===== src/rtl/hack_cpu_core.sv =====
// Multi-cycle Hack CPU sequencer: FETCH/DECODE/LOAD/EXEC/STORE over req/ack memory ports.
// Define HACK_CPU_INSTRET_EN to add the 32-bit INSTRET retired-instruction counter port.
module hack_cpu_core (
    input  logic        CLK,
    input  logic        RESET_N,
    output logic        IREQ,
    output logic [14:0] IADDR,
    input  logic        IACK,
    input  logic [15:0] IDATA,
    output logic        DREQ,
    output logic        DWE,
    output logic [14:0] DADDR,
    output logic [15:0] DWDATA,
    input  logic        DACK,
    input  logic [15:0] DRDATA,
    output logic        RETIRE,
    output logic [15:0] A_REG,
    output logic [15:0] D_REG,
    output logic [14:0] PC
`ifdef HACK_CPU_INSTRET_EN
    ,
    output logic [31:0] INSTRET
`endif
);

    typedef enum logic [2:0] {
        ST_FETCH,
        ST_DECODE,
        ST_LOAD,
        ST_EXEC,
        ST_STORE
    } state_e;

    typedef struct packed {
        logic [15:0] out;
        logic        zr;
        logic        ng;
    } alu_res_t;

    // The team's Hack ALU: ctrl = {zx, nx, zy, ny, f, no}.
    function automatic alu_res_t hack_alu(input logic [15:0] x_in,
                                          input logic [15:0] y_in,
                                          input logic [5:0]  ctrl);
        logic [15:0] x;
        logic [15:0] y;
        logic [15:0] o;
        alu_res_t    res;
        x = ctrl[5] ? 16'h0000 : x_in;
        x = ctrl[4] ? ~x : x;
        y = ctrl[3] ? 16'h0000 : y_in;
        y = ctrl[2] ? ~y : y;
        o = ctrl[1] ? (x + y) : (x & y);
        o = ctrl[0] ? ~o : o;
        res.out = o;
        res.zr  = (o == 16'h0000);
        res.ng  = o[15];
        return res;
    endfunction

    state_e      state_q, state_d;
    logic [14:0] pc_q, pc_d;
    logic [15:0] areg_q, areg_d;
    logic [15:0] dreg_q, dreg_d;
    logic [15:0] ir_q, ir_d;
    logic [15:0] mreg_q, mreg_d;
    logic [14:0] saddr_q, saddr_d;
    logic [15:0] sdata_q, sdata_d;

    logic        ireq;
    logic        dreq;
    logic        dwe;
    logic [14:0] daddr;
    logic        retire;

    logic        is_c;
    logic        use_m;
    logic        dest_a;
    logic        dest_d;
    logic        dest_m;
    logic        jump;
    logic [14:0] pc_inc;
    alu_res_t    alu;

    assign is_c   = ir_q[15];
    assign use_m  = ir_q[12];
    assign dest_a = ir_q[5];
    assign dest_d = ir_q[4];
    assign dest_m = ir_q[3];
    assign pc_inc = pc_q + 15'd1;

    assign alu  = hack_alu(dreg_q, use_m ? mreg_q : areg_q, ir_q[11:6]);
    assign jump = (ir_q[2] & alu.ng) | (ir_q[1] & alu.zr) | (ir_q[0] & ~alu.ng & ~alu.zr);

    always_comb begin
        // NOTE: every signal gets a default before the case so no path can infer a latch.
        state_d = state_q;
        pc_d    = pc_q;
        areg_d  = areg_q;
        dreg_d  = dreg_q;
        ir_d    = ir_q;
        mreg_d  = mreg_q;
        saddr_d = saddr_q;
        sdata_d = sdata_q;
        ireq    = 1'b0;
        dreq    = 1'b0;
        dwe     = 1'b0;
        daddr   = areg_q[14:0];
        retire  = 1'b0;

        unique case (state_q)
            ST_FETCH: begin
                ireq = 1'b1;
                if (IACK) begin
                    ir_d    = IDATA;
                    state_d = ST_DECODE;
                end
            end
            ST_DECODE: begin
                if (!is_c) begin
                    areg_d  = ir_q;
                    pc_d    = pc_inc;
                    retire  = 1'b1;
                    state_d = ST_FETCH;
                end else begin
                    state_d = use_m ? ST_LOAD : ST_EXEC;
                end
            end
            ST_LOAD: begin
                dreq = 1'b1;
                if (DACK) begin
                    mreg_d  = DRDATA;
                    state_d = ST_EXEC;
                end
            end
            ST_EXEC: begin
                // Everything here reads the pre-instruction A and D, so dest A plus jump targets the old A.
                saddr_d = areg_q[14:0];
                sdata_d = alu.out;
                if (dest_a) areg_d = alu.out;
                if (dest_d) dreg_d = alu.out;
                pc_d = jump ? areg_q[14:0] : pc_inc;
                if (dest_m) begin
                    state_d = ST_STORE;
                end else begin
                    retire  = 1'b1;
                    state_d = ST_FETCH;
                end
            end
            ST_STORE: begin
                dreq  = 1'b1;
                dwe   = 1'b1;
                daddr = saddr_q;
                if (DACK) begin
                    retire  = 1'b1;
                    state_d = ST_FETCH;
                end
            end
            default: state_d = ST_FETCH;
        endcase
    end

    always_ff @(posedge CLK) begin
        // NOTE: sequential state uses non-blocking assignments so every flop samples pre-edge values.
        if (!RESET_N) begin
            state_q <= ST_FETCH;
            pc_q    <= '0;
            areg_q  <= '0;
            dreg_q  <= '0;
            ir_q    <= '0;
            mreg_q  <= '0;
            saddr_q <= '0;
            sdata_q <= '0;
        end else begin
            state_q <= state_d;
            pc_q    <= pc_d;
            areg_q  <= areg_d;
            dreg_q  <= dreg_d;
            ir_q    <= ir_d;
            mreg_q  <= mreg_d;
            saddr_q <= saddr_d;
            sdata_q <= sdata_d;
        end
    end

    // Requests and the retire pulse are masked while reset is held so memories never see a stray access.
    assign IREQ   = ireq & RESET_N;
    assign DREQ   = dreq & RESET_N;
    assign RETIRE = retire & RESET_N;
    assign IADDR  = pc_q;
    assign DWE    = dwe;
    assign DADDR  = daddr;
    assign DWDATA = sdata_q;
    assign A_REG  = areg_q;
    assign D_REG  = dreg_q;
    assign PC     = pc_q;

`ifdef HACK_CPU_INSTRET_EN
    logic [31:0] instret_q, instret_d;

    always_comb begin
        instret_d = instret_q;
        if (RETIRE) instret_d = instret_q + 32'd1;
    end

    always_ff @(posedge CLK) begin
        if (!RESET_N) begin
            instret_q <= '0;
        end else begin
            instret_q <= instret_d;
        end
    end

    assign INSTRET = instret_q;
`endif

endmodule


===== config.mk =====
export PLATFORM = sky130hd
export DESIGN_NAME = hack_cpu_core
export DESIGN_NICKNAME = d
export VERILOG_FILES = /design/src/rtl/hack_cpu_core.sv
export SDC_FILE = /design/constraint.sdc
export NUM_CORES = 1
export LEC_CHECK = 0
export CORE_UTILIZATION = 30
export CTS_CLUSTER_DIAMETER = 60
export CTS_CLUSTER_SIZE = 40
export DETAILED_ROUTE_END_ITERATION = 16
export PLACE_DENSITY = 0.48
export SYNTH_ARGS = -nofsm -noshare
export SYNTH_HDL_FRONTEND = slang
export SYNTH_SLANG_ARGS = --single-unit

===== constraint.sdc =====
create_clock -name CLK -period 5.75 [get_ports CLK]
set_input_delay 0.575 -clock CLK [delete_from_list [all_inputs] [get_ports CLK]]
set_output_delay 0.575 -clock CLK [all_outputs]
set_load 0.01 [all_outputs]

==> impl_metrics.ini, run 1 <==
[outcome]
status = complete, no violations

[cts]
cts_tree = yes
path_clk_slew_ns = 0.06
insertion_delay_ns = 0.42
ctsHtreeMaxLevel = 4
holdBufCountCts = 0
postCtsSetupBuffers = 0
cts_buffers = 17
cts.path.max_buffers = 2
clock_sinks = 113
cts_root_buffer = clkbuf_16
cts_resized = 0

[global_route]
grt_overflow = 0
grt_max_degree = 62
grt_pass1_vias = 6325
antenna_found_initial = 0
grtUsageTotal = 0.208
grt_pass1_wl_um = 37900

[hold_path]
holdPathStages = 2
hp-class = reg2reg
min_from = saddr_q[2]
min_to = saddr_q[2]

[synth]
synth.avg_cell_area_sq_um = 7.52
ys_types = 67
synth_edf_count = 0
synthCells = 929
yosys.area.top_type = dfxtp_1
ys_async_sr_fraction = 0
synth_warnings = 0
ys_ff_latch = 113
ys_seq_area_frac = 0.324
synthTopCellsByArea = dfxtp_1 (32%), a21oi_1 (9.4%), nand2_1 (9.3%)
synth_top_area_frac = 0.324
synthesis.area_sq_um = 6990
syn-num-nets = 983
synthFlopType = dfxtp_1

[routing]
routed_wl_um = 24500
wl_met3_um = 1100
wl_met2_um = 11200
ant_nets = 0
drc = 0
via_count = 6895
drt_iter0_drc = 535
dr.pass1.iters = 5
highest_layer = met4
wl_met1_um = 12000
vias_per_cell = 5.14
wl_per_cell_um = 18.3

[floorplanning]
die_area_sq_um = 23900
die_width_um = 155
row_count = 55
die_h_um = 155
io_pins = 133
core-area_sq_um = 22800
start_util = 0.307

[finish]
fin_area_sq_um = 9100
fin_nets = 1069
instances_no_fill = 1341
layout_commonest_cell = nand2_1
fin_util = 0.400
final_cell_mix = nand2_1 (174), clkdlybuf4s50_1 (132), a21oi_1 (131), dfxtp_1 (113), nor2_1 (68)
drive_gt1_frac = 0.0759
n_antenna_cell = 0
area_growth_pct = 30.2

[sta]
hold_violations = 0
layout_min_cycle_time_ns = 5.01
setup_viol = 0
finalWorstSetupSlack_ns = 0.738
post-route-period-util = 0.872
skew_ns = 0.00776
max_freq_mhz = 200
report.final.slew_viol_count = 0
relSlewSlack = 0.281
tns_ns = 0
rsz0062_at_grt = false
tightestPinTransition_ns = 1.07

[setup_path]
cp-start-kind = flop
reg2reg_slack_ns = 0.74
critical_path.endpoint_type = flop
r2r-start = A_REG[0]
crit_arrival_ns = 5.33
reg2reg_depth = 17
path_max_fanout = 30
crit_required_ns = 6.06
timing.rr.end = IADDR[0]
path_class = reg2reg

[pwr]
powerDensity_nw_per_um2 = 268
p_leak_nw = 3.38
vdd_drop_max_mv = 0.160

[place]
dp_worst_setup_slack_ns = 0.751
place_area_sq_um = 8460
dp_hpwl_um = 17700
dp_cells = 1309
portBuffers = 132
gp_congestion = 0.881

[run]
drv_cap = 0
==> worst max path at each step <==
stage                     startpoint       end  slack [ns]  cells past startpoint
after floorplan             ir_q[12]  IADDR[0]        1.06                     18
after CTS                   A_REG[0]  IADDR[0]        0.71                     17
after global placement      ir_q[12]  IADDR[0]        0.83                     17
final                       A_REG[0]  IADDR[0]        0.74                     17
after global routing        ir_q[12]  IADDR[0]        0.34                     17
after detailed placement    ir_q[12]  IADDR[0]        0.75                     17
==> cell type report <==
type	count	area, sq um
Clock inverter	14	201
Tap cell	313	392
Sequential cell	113	2260
Clock buffer	18	439
Timing Repair Buffer	150	1460
Fill cell	2404	13700
Multi-Input combinational cell	718	4300
Inverter	15	56.3
==> cell usage after synthesis, drive strengths merged (3+ instances only) <==
cell     number
a32oi        14
o21a          4
dfxtp       113
o31ai         3
o2bb2ai       4
nand3        11
a21o          7
inv          15
o31a          3
xnor2        30
nor3b         5
a21oi       131
a211oi       10
or3          10
nor2b         6
clkbuf       55
mux2i        22
and3         14
and2          4
a31oi         5
nand2b       30
nor2         68
nand3b        8
a22o         12
o21ai        32
nor3         17
xor2         16
nand2       174
a311oi        3
a21boi        3
buf          28
mux2         16
o22ai         3
ha           17
==> where the power goes <==
group | total, mW | internal (mW) | switching (mW)
registers | 0.841 | 0.803 | 0.0377
clock network | 1.17 | 0.744 | 0.428
logic | 0.430 | 0.180 | 0.251
==> critical path: stages (launching register included) <==
cell and delay [ns]:
dfxtp_1 0.48, mux2i_1 0.12, nor2_1 0.13, xor2_1 0.17
ha_1 0.23, inv_1 0.07, fa_1 0.41, and2b_1 0.27
o2111ai_1 0.18, a31o_2 0.29, a31oi_1 0.36, mux2i_1 0.14
or4_1 0.52, or4b_1 0.57, a41oi_2 0.21, buf_4 0.33
a211oi_1 0.12, o31a_1 0.30
==> layer usage <==
layer | vias to the layer above | global-route usage
met2 | 206 | 0.324
met3 | 18 | 0.0361
met1 | 3253 | 0.295
li1 | 3418 | -
met4 | 0 | 0.0504
met5 | - | 0
==> logic make-up after synthesis <==
family          share of synthesized area
flops                               0.324
compound gates                      0.226
mux                                0.0573
xor+xnor                           0.0576
buf+inv                            0.0646
fa+ha+maj                          0.0333
simple gates                        0.237
==> flip-flops by register name (all words and copies together) (netlist names) <==
signal / cells
A_REG: 16
DWDATA: 16
D_REG: 16
ir_q: 16
mreg_q: 16
IADDR: 15
saddr_q: 15
state_q: 3
==> metrics by stage <==
| step | hold WS (ns) | power, mW |
|---|---|---|
| final | 0.452 | 2.44 |
| after global placement | 0.441 | 1.29 |
| after detailed placement | 0.443 | 1.29 |
| after floorplan | 0.433 | 1.12 |
| after CTS | 0.452 | 2.46 |
| after global routing | 0.466 | 2.54 |
Note: power is estimated with default switching activity, not from simulation.
==> run 2, diff against run 1 <==
Settings changed: GPL_TIMING_DRIVEN from default to 0.
Clock period 5.75 ns to 5.4 ns, I/O delays scaled along.
==> run 2 against run 1 <==
Against the previous run:
- critical path type unchanged
- non-clock buffer count up 63
- combinational power up 10%
- setup slack worse by 0.44 ns
==> impl_metrics.ini, run 2 (synthesized netlist as in run 1, its figures left out) <==
[outcome]
status = complete, no violations

[finish]
seqCellArea_sq_um = 2260
area_growth_pct = 33.8
fin_nets = 1132
multi_input_area_sq_um = 4290
n_fill_cell = 2367
layout_commonest_cell = nand2_1
fin_util = 0.410
n_antenna_cell = 0
drive_gt1_frac = 0.0752
fin_area_sq_um = 9350
instances_no_fill = 1404
final_cell_mix = nand2_1 (174), clkdlybuf4s50_1 (132), a21oi_1 (131), dfxtp_1 (112), nor2_1 (68)

[setup_path]
crit_path_start = ir_q[10]
cp_slowest_cell = dfxtp_1
crit_buf_inv = 4
cp_top_family = simple AND/OR/NAND/NOR gates
slowest_delay_ns = 0.72
crit_arrival_ns = 5.45
cp-start-kind = flop
critical_path.endpoint_type = flop
path_class = reg2reg
path_max_fanout = 10
r2r-start = ir_q[10]
path_cells = clkbuf_2, xnor2_1, ha_1, buf_2, o21a_1, nor2_1, or4b_1, o221ai_1, xnor2_1, or4_1, or4b_1, a41oi_2, buf_6, buf_6, a32oi_1, a21oi_1
crit_required_ns = 5.74

[sta]
hold_violations = 0
layout_min_cycle_time_ns = 5.10
finalWorstSetupSlack_ns = 0.297
max_freq_mhz = 196
setup_viol = 0
rsz0062_at_grt = false
skew_ns = 0.00975
post-route-period-util = 0.945
tightestPinTransition_ns = 1.06
report.final.slew_viol_count = 0
relSlewSlack = 0.284

[routing]
vias_per_cell = 5.20
wl_per_cell_um = 19.1
dr.pass1.iters = 5
ant_nets = 0
wl_met3_um = 1450
highest_layer = met4
via_count = 7306
wl_met2_um = 11700
drc = 0
routed_wl_um = 26800
wl_met1_um = 13100
drt_iter0_drc = 547

[pwr]
power_mw = 2.61
vdd_drop_max_mv = 0.187
powerDensity_nw_per_um2 = 279
p_leak_nw = 3.48

[place]
dp_worst_setup_slack_ns = -0.405
dp_hpwl_um = 20300
gp_congestion = 0.892
portBuffers = 132
place_area_sq_um = 8700
dp_cells = 1374

[global_route]
grtUsageTotal = 0.226
grt_max_degree = 17
antenna_found_initial = 0
grt_pass1_vias = 6835
grt_pass1_wl_um = 40700
grt_overflow = 0

[hold_path]
hp-class = reg2reg
min_from = saddr_q[14]

[floorplanning]
die_width_um = 155
start_util = 0.307
io_pins = 133
die_area_sq_um = 23900
row_count = 55
core-area_sq_um = 22800
die_h_um = 155

[cts]
clock_sinks = 113
insertion_delay_ns = 0.42
holdBufCountCts = 0
cts_root_buffer = clkbuf_16
ctsHtreeMaxLevel = 4
cts_tree = yes
cts.path.max_buffers = 2
cts_buffers = 17
path_clk_slew_ns = 0.06

[run]
drv_cap = 0
-- run 2: metrics by stage --
stage / setup TNS [ns] / hold slack (ns)
2_1_floorplan: 0 / 0.433
3_3_place_gp: -6.20 / 0.441
3_5_place_dp: -5.65 / 0.443
4_1_cts: 0 / 0.453
5_1_grt: 0 / 0.468
6_report: 0 / 0.451
-- run 2: what timing repair did --
action	CTS	global route
cloned	0	0
setup endpoints to repair	15	15
resized for setup	3	3
setup buffers	0	0
-- run 2: final timing paths --
kind / endpoint / slack [ns] / cells past startpoint
worst min register to register: saddr_q[14] / 0.45 / 2
worst min-delay path: saddr_q[14] / 0.45 / 2
worst max register to register: IADDR[9] / 0.30 / 16
worst max-delay path: IADDR[9] / 0.30 / 16
-- run 2: report_power, final --
| group | switching, mW | internal, mW |
|---|---|---|
| Combinational | 0.276 | 0.198 |
| Sequential | 0.0466 | 0.856 |
| Clock | 0.436 | 0.799 |
-- run 2: cell type report --
type,count,share of cell area
buffer,81,0.0419
clock buffer,20,0.0488
clock inverter,12,0.0193
inverter,15,0.00602
multi-input combinational,718,0.459
sequential,113,0.242
tap,313,0.0419
timing repair buffer,132,0.141
-- run 2: tightest hold or removal path, stage by stage (launching register included) --
cell and delay [ns]:
dfxtp_1 0.30, nand2_1 0.05, a21oi_1 0.05
-- run 2: routing by layer --
metal / GRT usage / vias up
li1: - / 3547
met4: 0.0660 / 0
met5: 0 / -
met1: 0.325 / 3478
met3: 0.0378 / 31
met2: 0.343 / 250
==> run 3, diff against run 2 <==
--- a/config.mk
+++ b/config.mk
@@ -6,4 +6,5 @@
 export NUM_CORES = 1
 export LEC_CHECK = 0
+export CORE_MARGIN = 2
 export CORE_UTILIZATION = 30
 export CTS_CLUSTER_DIAMETER = 60
==> constraint.sdc (replaced) <==
create_clock -name CLK -period 5.4 [get_ports CLK]
set_input_delay 0.54 -clock CLK [delete_from_list [all_inputs] [get_ports CLK]]
set_output_delay 0.54 -clock CLK [all_outputs]
set_load 0.005 [all_outputs]
==> run 3 against run 2 <==
Against the previous run:
- critical path depth is 2 higher
- worst hold slack better by 0.0030 ns
- sequential share of layout area hardly changed
- setup slack better by 0.047 ns
- first-iteration DRC count is 0.37% lower
- wire length is 0.36% higher
- non-clock buffer count is 1 lower
- register-to-register slack better by 0.05 ns
- fmax is 0.93% higher
==> impl_metrics.ini, run 3 (synthesized netlist as in run 1, its figures left out) <==
[outcome]
status = complete, no violations

[sta]
post-route-period-util = 0.936
rsz0062_at_grt = false
hold_violations = 0
layout_min_cycle_time_ns = 5.06
report.final.slew_viol_count = 0
relSlewSlack = 0.352
skew_ns = 0.00926
finalWorstSetupSlack_ns = 0.344
tightestPinTransition_ns = 0.964
setup_viol = 0
max_freq_mhz = 198

[global_route]
grt_overflow = 0
grtUsageTotal = 0.218
grt_max_degree = 17
antenna_found_initial = 0
grt_pass1_vias = 6699
grt_pass1_wl_um = 40200

[routing]
routed_wl_um = 26900
wl_per_cell_um = 19.2
vias_per_cell = 5.13
dr.pass1.iters = 5
ant_nets = 0
drc = 0
via_count = 7190
drt_iter0_drc = 545

[pwr]
p_leak_nw = 3.49
p_int_mw = 1.87
powerDensity_nw_per_um2 = 278
clockPowerShare = 0.475
vdd_drop_max_mv = 0.149
p_sw_mw = 0.728
pwr-share-comb = 0.178
seqPwrFrac = 0.347
swShare = 0.280

[place]
dp_worst_setup_slack_ns = -0.330
gp_congestion = 0.861
place_area_sq_um = 8700
dp_cells = 1374
dp_hpwl_um = 20500
portBuffers = 132

[setup_path]
timing.rr.end = IADDR[7]
crit_arrival_ns = 5.39
slowest_delay_ns = 0.56
r2r-start = A_REG[0]
cp_slowest_cell = dfxtp_1
reg2reg_slack_ns = 0.34
path_cells = mux2i_1, nor2_1, xor2_1, ha_1, inv_1, fa_1, and2b_1, o2111ai_1, a31o_2, a31oi_2, mux2i_1, or4_1, or4b_1, a41oi_2, buf_6, buf_6, a32oi_1, a21oi_1
path_max_fanout = 10
critical_path.endpoint_type = flop
path_class = reg2reg
crit_required_ns = 5.74
cp-start-kind = flop
reg2reg_depth = 18

[finish]
fin_nets = 1131
instances_no_fill = 1402
n_fill_cell = 2387
final_cell_mix = nand2_1 (174), clkdlybuf4s50_1 (132), a21oi_1 (131), dfxtp_1 (111), nor2_1 (68)
drive_gt1_frac = 0.0753
n_antenna_cell = 0
layout_commonest_cell = nand2_1
fin_area_sq_um = 9350
area_growth_pct = 33.8

[cts]
postCtsSetupBuffers = 0
cts_tree = yes
cts.path.max_buffers = 2
cts_buffers = 17
path_clk_slew_ns = 0.06
ctsHtreeMaxLevel = 4
clock_sinks = 113
insertion_delay_ns = 0.41
cts_root_buffer = clkbuf_16

[floorplanning]
die_width_um = 157
die_area_sq_um = 24500
row_count = 55
die_h_um = 157
start_util = 0.307
io_pins = 133
core-area_sq_um = 22800

[run]
drv_cap = 0

[hold_path]
min_from = DWDATA[12]
hp-class = reg2reg
holdPathStages = 2
min_to = DWDATA[12]
## run 3: worst max path at each step
stage	startpoint	end	slack [ns]	cells past startpoint
2_1_floorplan	ir_q[12]	IADDR[0]	0.71	18
3_3_place_gp	ir_q[12]	IADDR[9]	-0.35	17
3_5_place_dp	ir_q[12]	IADDR[10]	-0.33	17
4_1_cts	ir_q[10]	IADDR[1]	0.12	17
5_1_grt	ir_q[12]	IADDR[13]	0.02	16
6_report	A_REG[0]	IADDR[7]	0.34	18
## run 3: timing repair
item / 4_1_cts / 5_1_grt
endpoints found under the hold margin: 0 / 0
gates resized for setup: 3 / 7
hold buffers: 0 / 0
endpoints found under the setup margin: 15 / 15
pin swaps: 0 / 0
## run 3: final cells by class
type                            count  area [sq um]  share of cell area
Buffer                             80           392              0.0419
Clock buffer                       23           488              0.0522
Clock inverter                      8           150              0.0161
Inverter                           15          56.3             0.00602
Multi-Input combinational cell    718          4290               0.459
Sequential cell                   113          2260               0.242
Tap cell                          313           392              0.0419
Timing Repair Buffer              132          1320               0.141
## run 3: power by group through the flow
stage	clock [mW]	sequential (mW)	combinational, mW
2_1_floorplan	0	0.892	0.288
3_5_place_dp	0	0.915	0.464
5_1_grt	1.28	0.906	0.509
4_1_cts	1.25	0.899	0.465
3_3_place_gp	0	0.915	0.466
6_report	1.24	0.903	0.464
## run 3: critical path: cells and delay by family (launching register included)
kind            cells  cell delay, ns
fa+ha+maj           2            0.64
compound gates      6            1.40
xor+xnor            1            0.16
simple gates        4            1.53
mux                 2            0.29
buf+inv             3            0.42
flops               1            0.56
## run 3: metal layers
metal,global-route usage,wire (um)
met1,0.317,13000
met4,0.0682,543
met5,0,0
met2,0.332,11900
met3,0.0263,1500
## run 3: per-stage QoR
step | utilization | power, mW | hold WS, ns | TNS [ns]
after floorplan | - | 1.18 | 0.433 | 0
after global placement | 0.382 | 1.38 | 0.442 | -4.65
after detailed placement | 0.382 | 1.38 | 0.447 | -4.54
after CTS | 0.410 | 2.61 | 0.455 | 0
after global routing | 0.411 | 2.70 | 0.477 | 0
final | 0.411 | 2.60 | 0.454 | 0
